===== src/rtl/alu_ctrl_pkg.sv =====
// Shared encodings and the issue-entry record for the ALU issue stage.
package alu_ctrl_pkg;

  localparam logic [5:0] OP_RTYPE = 6'b000000;
  localparam logic [5:0] OP_ADDIU = 6'b001001;
  localparam logic [5:0] OP_SLTI  = 6'b001010;
  localparam logic [5:0] OP_SLTIU = 6'b001011;
  localparam logic [5:0] OP_ANDI  = 6'b001100;
  localparam logic [5:0] OP_ORI   = 6'b001101;
  localparam logic [5:0] OP_XORI  = 6'b001110;
  localparam logic [5:0] OP_LUI   = 6'b001111;
  localparam logic [5:0] OP_LLI   = 6'b011000;

  localparam logic [5:0] FN_SLL  = 6'b000000;
  localparam logic [5:0] FN_SRL  = 6'b000010;
  localparam logic [5:0] FN_SRA  = 6'b000011;
  localparam logic [5:0] FN_SLLV = 6'b000100;
  localparam logic [5:0] FN_SRLV = 6'b000110;
  localparam logic [5:0] FN_SRAV = 6'b000111;
  localparam logic [5:0] FN_ADD  = 6'b100000;
  localparam logic [5:0] FN_ADDU = 6'b100001;
  localparam logic [5:0] FN_SUB  = 6'b100010;
  localparam logic [5:0] FN_SUBU = 6'b100011;
  localparam logic [5:0] FN_AND  = 6'b100100;
  localparam logic [5:0] FN_OR   = 6'b100101;
  localparam logic [5:0] FN_XOR  = 6'b100110;
  localparam logic [5:0] FN_NOR  = 6'b100111;
  localparam logic [5:0] FN_NAND = 6'b101000;
  localparam logic [5:0] FN_SLT  = 6'b101010;
  localparam logic [5:0] FN_SLTU = 6'b101011;
  localparam logic [5:0] FN_SHT  = 6'b101100;
  localparam logic [5:0] FN_SHTU = 6'b101101;

  localparam int ALU_LLI_BIT  = 15;
  localparam int ALU_NAND_BIT = 14;
  localparam int ALU_SHTU_BIT = 13;
  localparam int ALU_SHT_BIT  = 12;
  localparam int ALU_ADD_BIT  = 11;
  localparam int ALU_SUB_BIT  = 10;
  localparam int ALU_SLT_BIT  = 9;
  localparam int ALU_SLTU_BIT = 8;
  localparam int ALU_AND_BIT  = 7;
  localparam int ALU_NOR_BIT  = 6;
  localparam int ALU_OR_BIT   = 5;
  localparam int ALU_XOR_BIT  = 4;
  localparam int ALU_SLL_BIT  = 3;
  localparam int ALU_SRL_BIT  = 2;
  localparam int ALU_SRA_BIT  = 1;
  localparam int ALU_LUI_BIT  = 0;

  typedef struct packed {
    logic [15:0] control;
    logic [31:0] src1;
    logic [31:0] src2;
    logic [4:0]  wdest;
    logic        illegal;
  } issue_t;

  function automatic logic [15:0] onehot(input int bit_idx);
    return 16'(1) << bit_idx;
  endfunction

endpackage


===== src/rtl/alu_op_decode.sv =====
// Combinational decode of one instruction and its register operands into an issue entry.
module alu_op_decode
  import alu_ctrl_pkg::*;
(
  input  logic [31:0] inst,
  input  logic [31:0] rs_value,
  input  logic [31:0] rt_value,
  output issue_t      dec
);

  logic [5:0]  op;
  logic [5:0]  fn;
  logic [31:0] imm_s;
  logic [31:0] imm_z;
  logic [31:0] shamt;

  assign op    = inst[31:26];
  assign fn    = inst[5:0];
  assign imm_s = {{16{inst[15]}}, inst[15:0]};
  assign imm_z = {16'd0, inst[15:0]};
  assign shamt = {27'd0, inst[10:6]};

  // NOTE: every field gets a default before the case so no path can infer a latch.
  always_comb begin
    dec = '0;
    if (op == OP_RTYPE) begin
      dec.src1  = rs_value;
      dec.src2  = rt_value;
      dec.wdest = inst[15:11];
      case (fn)
        FN_SLL:          begin dec.control = onehot(ALU_SLL_BIT); dec.src1 = shamt; end
        FN_SRL:          begin dec.control = onehot(ALU_SRL_BIT); dec.src1 = shamt; end
        FN_SRA:          begin dec.control = onehot(ALU_SRA_BIT); dec.src1 = shamt; end
        FN_SLLV:         dec.control = onehot(ALU_SLL_BIT);
        FN_SRLV:         dec.control = onehot(ALU_SRL_BIT);
        FN_SRAV:         dec.control = onehot(ALU_SRA_BIT);
        FN_ADD, FN_ADDU: dec.control = onehot(ALU_ADD_BIT);
        FN_SUB, FN_SUBU: dec.control = onehot(ALU_SUB_BIT);
        FN_AND:          dec.control = onehot(ALU_AND_BIT);
        FN_OR:           dec.control = onehot(ALU_OR_BIT);
        FN_XOR:          dec.control = onehot(ALU_XOR_BIT);
        FN_NOR:          dec.control = onehot(ALU_NOR_BIT);
        FN_NAND:         dec.control = onehot(ALU_NAND_BIT);
        FN_SLT:          dec.control = onehot(ALU_SLT_BIT);
        FN_SLTU:         dec.control = onehot(ALU_SLTU_BIT);
        FN_SHT:          dec.control = onehot(ALU_SHT_BIT);
        FN_SHTU:         dec.control = onehot(ALU_SHTU_BIT);
        default:         dec.illegal = 1'b1;
      endcase
    end else begin
      dec.src1  = rs_value;
      dec.src2  = imm_z;
      dec.wdest = inst[20:16];
      case (op)
        OP_ADDIU: begin dec.control = onehot(ALU_ADD_BIT);  dec.src2 = imm_s; end
        OP_SLTI:  begin dec.control = onehot(ALU_SLT_BIT);  dec.src2 = imm_s; end
        OP_SLTIU: begin dec.control = onehot(ALU_SLTU_BIT); dec.src2 = imm_s; end
        OP_ANDI:  dec.control = onehot(ALU_AND_BIT);
        OP_ORI:   dec.control = onehot(ALU_OR_BIT);
        OP_XORI:  dec.control = onehot(ALU_XOR_BIT);
        OP_LUI:   dec.control = onehot(ALU_LUI_BIT);
        OP_LLI:   dec.control = onehot(ALU_LLI_BIT);
        default:  dec.illegal = 1'b1;
      endcase
    end
    // Undecodable entries still travel down the pipe, but carry no operands or target.
    if (dec.illegal) begin
      dec.control = '0;
      dec.src1    = '0;
      dec.src2    = '0;
      dec.wdest   = '0;
    end
  end

endmodule


===== src/rtl/alu_op_issue.sv =====
// Issue stage: decode, output register plus one-entry skid buffer, saturating statistics.
module alu_op_issue
  import alu_ctrl_pkg::*;
#(
  parameter int CNT_W = 16
) (
  input  logic             clk,
  input  logic             rst,
  input  logic             flush,
  input  logic             in_valid,
  output logic             in_ready,
  input  logic [31:0]      inst,
  input  logic [31:0]      rs_value,
  input  logic [31:0]      rt_value,
  output logic             out_valid,
  input  logic             out_ready,
  output logic [15:0]      alu_control,
  output logic [31:0]      alu_src1,
  output logic [31:0]      alu_src2,
  output logic [4:0]       wdest,
  output logic             illegal,
  output logic [CNT_W-1:0] issued_cnt,
  output logic [CNT_W-1:0] illegal_cnt
);

  issue_t dec;
  issue_t or_data_q, or_data_d;
  issue_t sk_data_q, sk_data_d;
  logic   or_valid_q, or_valid_d;
  logic   sk_valid_q, sk_valid_d;
  logic [CNT_W-1:0] issued_q, issued_d;
  logic [CNT_W-1:0] illegal_cnt_q, illegal_cnt_d;
  logic   accept;
  logic   out_fire;

  alu_op_decode u_decode (
    .inst     (inst),
    .rs_value (rs_value),
    .rt_value (rt_value),
    .dec      (dec)
  );

  assign accept   = in_valid & ~sk_valid_q;
  assign out_fire = or_valid_q & out_ready;

  always_comb begin
    or_valid_d    = or_valid_q;
    or_data_d     = or_data_q;
    sk_valid_d    = sk_valid_q;
    sk_data_d     = sk_data_q;
    issued_d      = issued_q;
    illegal_cnt_d = illegal_cnt_q;

    if (!or_valid_q || out_fire) begin
      if (sk_valid_q) begin
        or_valid_d = 1'b1;
        or_data_d  = sk_data_q;
        sk_valid_d = 1'b0;
      end else if (accept) begin
        or_valid_d = 1'b1;
        or_data_d  = dec;
      end else begin
        or_valid_d = 1'b0;
      end
    end else if (accept) begin
      sk_valid_d = 1'b1;
      sk_data_d  = dec;
    end

    // Flush only drops entries; the handshake already happening still counts below.
    if (flush) begin
      or_valid_d = 1'b0;
      sk_valid_d = 1'b0;
    end

    if (out_fire && issued_q != '1)
      issued_d = issued_q + CNT_W'(1);
    if (out_fire && or_data_q.illegal && illegal_cnt_q != '1)
      illegal_cnt_d = illegal_cnt_q + CNT_W'(1);
  end

  // NOTE: data registers are reset too, because the outputs must read zero out of reset.
  always_ff @(posedge clk) begin
    if (rst) begin
      or_valid_q    <= 1'b0;
      or_data_q     <= '0;
      sk_valid_q    <= 1'b0;
      sk_data_q     <= '0;
      issued_q      <= '0;
      illegal_cnt_q <= '0;
    end else begin
      or_valid_q    <= or_valid_d;
      or_data_q     <= or_data_d;
      sk_valid_q    <= sk_valid_d;
      sk_data_q     <= sk_data_d;
      issued_q      <= issued_d;
      illegal_cnt_q <= illegal_cnt_d;
    end
  end

  assign in_ready    = ~sk_valid_q;
  assign out_valid   = or_valid_q;
  assign alu_control = or_data_q.control;
  assign alu_src1    = or_data_q.src1;
  assign alu_src2    = or_data_q.src2;
  assign wdest       = or_data_q.wdest;
  assign illegal     = or_data_q.illegal;
  assign issued_cnt  = issued_q;
  assign illegal_cnt = illegal_cnt_q;

endmodule


===== config.mk =====
export PLATFORM = sky130hd
export DESIGN_NAME = alu_op_issue
export DESIGN_NICKNAME = d
export VERILOG_FILES = /design/src/rtl/alu_ctrl_pkg.sv /design/src/rtl/alu_op_decode.sv /design/src/rtl/alu_op_issue.sv
export SDC_FILE = /design/constraint.sdc
export NUM_CORES = 1
export LEC_CHECK = 0
export ABC_AREA = 1
export ABC_CLOCK_PERIOD_IN_PS = 2550
export BUFFER_PORTS_ARGS = -buffer_cell sky130_fd_sc_hd__buf_4
export CAP_MARGIN = 10
export CORE_MARGIN = 8
export CORE_UTILIZATION = 55
export DETAILED_ROUTE_END_ITERATION = 8
export PLACE_DENSITY = 0.81
export SYNTH_ARGS = -nofsm -noshare
export SYNTH_HDL_FRONTEND = slang
export SYNTH_SLANG_ARGS = --single-unit

===== constraint.sdc =====
create_clock -name clk -period 2.55 [get_ports clk]
set_clock_uncertainty 0.15 [all_clocks]
set_input_delay 0 -clock clk [delete_from_list [all_inputs] [get_ports clk]]
set_output_delay 0 -clock clk [all_outputs]
set_load 0.005 [all_outputs]

== After elaboration in Yosys (flattened, before gate mapping) ==
Cells that the tools add are included.
Widths: inputs -> output; s select.
Cells by class
  $add $sub $neg: 2
  equality and inequality tests: 28
  mux-type cells: 12
  bitwise operators: 4
  reductions and logical operators: 21
Operators with widths (count)
  $mux 86: 3
  $pmux 15 s14: 1
  $pmux 16 s8: 1
  $mux 85: 1
  $eq 6x6->1 const B: 13
  $mux 32: 2
  $eq 6x4->1 const B: 7
  $add 16x1->16 const B: 2
  $ne 16x16->1 const B: 2
  $reduce_or 19->1: 1
  $eq 6x3->1 const B: 3
  $eq 6x2->1 const B: 2
  $logic_not 6->1: 2
  $reduce_or 2->1: 6
  $reduce_or 3->1: 3
  $reduce_or 8->1: 1
  $eq 6x5->1 const B: 1
  $mux 1: 4
  $reduce_and 2->1: 2
  $logic_and 1x1->1: 3
  $and 1x1->1: 2
  $not 1->1: 2
  $reduce_bool 2->1: 1
  $logic_not 1->1: 1
  $logic_or 1x1->1: 1
Storage, ports and cells
  register bits: 206
  bits of input ports: 101
  output and inout bits: 120

== Longest topological paths before layout ==
  depth after elaboration: 7
  mapped depth: 12
  mapped depth without buffers: 12

== Modules after synthesis ==
Synthesis repeated with hierarchy kept, for this count alone.
Second synthesis, totals
  cell total of the unflattened synthesis: 1477
  area total of the unflattened synthesis: 9833.2 sq um
Modules (own cells, without submodules)
  alu_op_issue: instances 1, cells an instance 1159, area an instance 8408.1 sq um, seq. area each 4124.0 sq um
  alu_op_decode: instances 1, cells an instance 318, area an instance 1425.1 sq um, seq. area each 0.0 sq um

== Least setup slack after synthesis ==
No wires, ideal clock.
  path kind: register to register
  start: register illegal_cnt_q[0] (netlist: illegal_cnt[0])
  end: register illegal_cnt_q[15] (netlist: illegal_cnt[15])
  library setup time: 0.128 ns
  arrival: 1.587 ns
  slack: 0.686 ns
  stages on the path, launching flop included: 12
  period minus slack after synthesis: 1.864 ns
  cell sequence: dfxtp_1 ha_1 inv_1 nor3_1 nand4_1 nand2_1 nand2_1 buf_2 inv_1 nor2_1 a31oi_1 nor2_1
On the way
  cells in the longest elaborated chain, start to end: 2
Ends and longest elaborated chain
  start, declared: RTL line alu_op_issue.sv:32  | logic [CNT_W-1:0] illegal_cnt_q, illegal_cnt_d;
  start signal, assigned: RTL line alu_op_issue.sv:97  | illegal_cnt_q <= illegal_cnt_d;
  parallel branches: the longest is 2 deep, another holds $add 16x1->16
Several ways; the timed one is not identified.
A chain may end at the register's enable or synchronous reset.

== Worst setup path after layout ==
  start: input inst[27]
  end: register or_data_q (netlist bit alu_src2[24])
On the way
  cells in the longest elaborated chain, start to end: 7
Ends and longest elaborated chain
  start, declared: RTL line alu_op_issue.sv:12  | input logic [31:0] inst,
  $eq 6x4->1 / $eq 6x5->1 (equally long branches): RTL line alu_op_decode.sv:54  | case (op)
  $reduce_or 8->1 (no source line) / $reduce_or 3->1 (equally long branches)
  $mux 1 / $mux 32 (equally long branches): RTL line alu_op_decode.sv:54
  $mux 86 (*): RTL line alu_op_decode.sv:26  | if (op == OP_RTYPE) begin
  $mux 85 (*): RTL line alu_op_decode.sv:67  | if (dec.illegal) begin
  $mux 86 (*): RTL line alu_op_issue.sv:59  | end else if (accept) begin
  $mux 86 (*): RTL line alu_op_issue.sv:55  | if (sk_valid_q) begin
  end signal, assigned: RTL line alu_op_issue.sv:93  | or_data_q <= or_data_d;
  end, declared: RTL line alu_op_issue.sv:27  | issue_t or_data_q, or_data_d;
Mark *: on every way between the ends. The rest lies on a longest branch, timed or not. The select of a mux whose other input is x is not followed.

==> results_dict.tcl <==
set metrics [dict create \
    status "finished, final reports clean" \
    crit_cells 13 \
    io_buffers 215 \
    crit_fanout 25 \
    drt-total-wl_um 34100 \
    yosysTopAreaCell "dfxtp_1" \
    place_area_sq_um 11600 \
    final_cell_area_sq_um 13700 \
    maxCapViolations 0 \
    rows 49 \
    p_total_mw 7.17 \
    cp_slowest_cell "dlygate4sd3_1" \
    dp_slack_ns 0.327 \
    routed_via_density 5.58 \
    powerDensity_nw_per_um2 526 \
    cts-root-buf "clkbuf_16" \
    synth.distinct_cells 37 \
    drc 0 \
    finalWorstSetupSlack_ns 0.0166 \
    routedWlPerCell_um 16.7 \
    finalNonFillerCells 2042 \
    synthTopCellsByArea "dfxtp_1, nand2_1, a21oi_1" \
    post-synth-top-area-fraction_pct 41.8 \
    syn_nets 1609 \
    placed_cells 1864 \
    dp_hpwl_um 19700 \
    slew_violations 0 \
    clockBufferDepth 3 \
    die_y_um 150 \
    multiInputGateArea_sq_um 4960 \
    max_stage_delay_ns 0.57 \
    grt_pass1_wl_um 53700 \
    synth.avg_cell_area_sq_um 6.56 \
    grt_pass1_vias 10700 \
    finalSetupViolations 0 \
    clk_pin_slew_ns 0.06 \
    worstPathArrival_ns 2.73 \
    start_kind "input port" \
    seq_area_frac_synth_pct 41.8 \
    tightest_slew_ns 0.845 \
    post_route_cells_drive_above_1_share_pct 16.2 \
    fin_util_pct 76.8 \
    worstSetupPathType "in -> reg" \
    clk_latency_ns 0.51 \
    layout_commonest_cell "nand2_1" \
    irDropWorstVdd_mv 0.509 \
    hp-class "in -> reg" \
    clkSinkCount 206 \
    fill_cells 1299 \
    hold_viol 0 \
    p_leak_nw 6.36 \
    die_w_um 150 \
    critPathRequiredTime_ns 2.74 \
    postSynthCellCount 1506 \
    crit_family "buffers and inverters" \
    cts_made_buffers 22 \
    layout_common_cells "nand2_1, nor2_1, buf_4" \
    final_nets 1899 \
    reg2reg_to "illegal_cnt[15]" \
    track_usage_pct 29.0 \
    layout_min_cycle_time_ns 2.53 \
    hold_slack_ns 0.281 \
    period_share_pct 99.3 \
    cp-startpoint "inst[27]" \
    fmax_mhz 395 \
    regArea_sq_um 4120 \
    start_util_pct 55.6 \
    cts_tree "yes" \
    grt_setup_unrepaired "yes" \
    first_iter_violations 1048 \
    core_area_sq_um 17800 \
    routabilityCongestion 0.899 \
    synth_seq_cells 206 \
    pin_count 221 \
    dieArea_sq_um 22500 \
    drt_first_pass_iters 5 \
    area_growth_pct 38.2 \
    crit_path_end "alu_src2[24]" \
    end_kind "flop" \
    crit_path_cell_trace "dlygate4sd3_1 > buf_4 > nor2_4 > nand4_4 > buf_6 > buf_4 > nor2_1 > nor2_1 > dlygate4sd3_1 > nand3_1 > nand2_1 > nand2_1 > a21oi_1" \
    synth_enable_flop_cells 0 \
    ant_nets 0 \
    reg2reg_depth 10 \
    async_reset_ff_share_pct 0 \
    h-tree-depth 1 \
    r2r_start "illegal_cnt[1]" \
    antenna_found_initial 2 \
    synth-main-ff-cell "dfxtp_1" \
    ys_warn_count 0 \
    reg2reg_slack_ns 0.29 \
    finalSetupTns_ns 0 \
    syn_area_sq_um 9880 \
    num_vias 11400 \
    grt_max_degree 165 \
    overflow 0 \
    slew_headroom_pct 43.6 \
    crit_buf_inv 5 \
]
==> flip-flops by register name, summed over array words and instances, names as in the netlist, 5 cells and up <==
register and cells:
sk_data_q 86, alu_src1 32, alu_src2 32, alu_control 16, illegal_cnt 16, issued_cnt 16, wdest 5
==> cells in the mapped netlist, drive strengths merged, types with 3 or more instances <==
cell type,n
o211ai,3
nor3,12
nand4,13
nor2,259
nand3,94
a21oi,204
nand2,357
inv,91
o21ai,134
clkbuf,60
xor2,6
dfxtp,206
nor3b,6
buf,44
==> worst min-delay path by stage <==
stage,from,end,slack (ns),depth (start not counted)
detailed placement,flush,out_valid,0.08,2
floorplan,flush,out_valid,-0.04,1
global route,rs_value[25],sk_data_q[63],0.31,6
CTS,rs_value[13],sk_data_q[51],0.27,6
global placement,flush,out_valid,0.07,2
finish,rs_value[25],sk_data_q[63],0.28,6
==> layout make-up <==
class                   count  share of cell area (%)
clock inverters             5                   0.220
inverters                  91                    2.57
repair buffers            370                    23.8
well taps                 229                    2.10
flip-flops and latches    206                    30.2
clock buffers              33                    4.71
multi-input cells        1105                    36.4
diodes                      3                  0.0550
==> where the power goes <==
group	switching (mW)	total, mW	leakage, nW	internal, mW
logic	0.433	0.806	4.37	0.373
registers	0.0335	3.31	1.66	3.28
clock network	1.32	3.06	0.325	1.74
total	1.78	7.17	6.36	5.39
==> layer usage <==
metal / global-route usage (%) / part of all wire [%] / routed length (um) / up-vias
met3: 6.56 / 8.7 / 2960 / 121
li1: - / - / - / 5470
met2: 47.7 / 48 / 16300 / 557
met5: 0 / 0 / 0 / -
met1: 35.7 / 40 / 13500 / 5244
met4: 12.6 / 4.1 / 1410 / 0
==> cell families (layout without fill, tap and decap cells) <==
group | after synthesis | after routing | share of synthesized area [%]
AOI/OAI and AO/OA | 350 | 350 | 18.1
xor gates and xnor gates | 8 | 8 | 0.709
adders and majority gates | 2 | 2 | 0.253
buffers and inverters | 195 | 499 | 8.12
DFF | 206 | 206 | 41.8
other | 0 | 3 | 0
and+or+nand+nor | 745 | 745 | 31.0
==> worst reg2reg max path: stages, from the launching register on <==
cell and delay [ns]:
dfxtp_1 0.40, ha_1 0.22, inv_1 0.06, nor3_1 0.21
nand4_1 0.15, nand2_1 0.10, nand2_1 0.23, inv_1 0.30
nor2_1 0.09, a31oi_1 0.15, nor2_1 0.05
==> what timing repair did <==
action,in CTS,in global routing
hold buffers,131,0
endpoints found under the setup margin,0,55
gates resized for setup,0,7
hold endpoints to repair,179,0
buffers inserted,0,5
No activity file was read; power rests on OpenSTA's default activity.
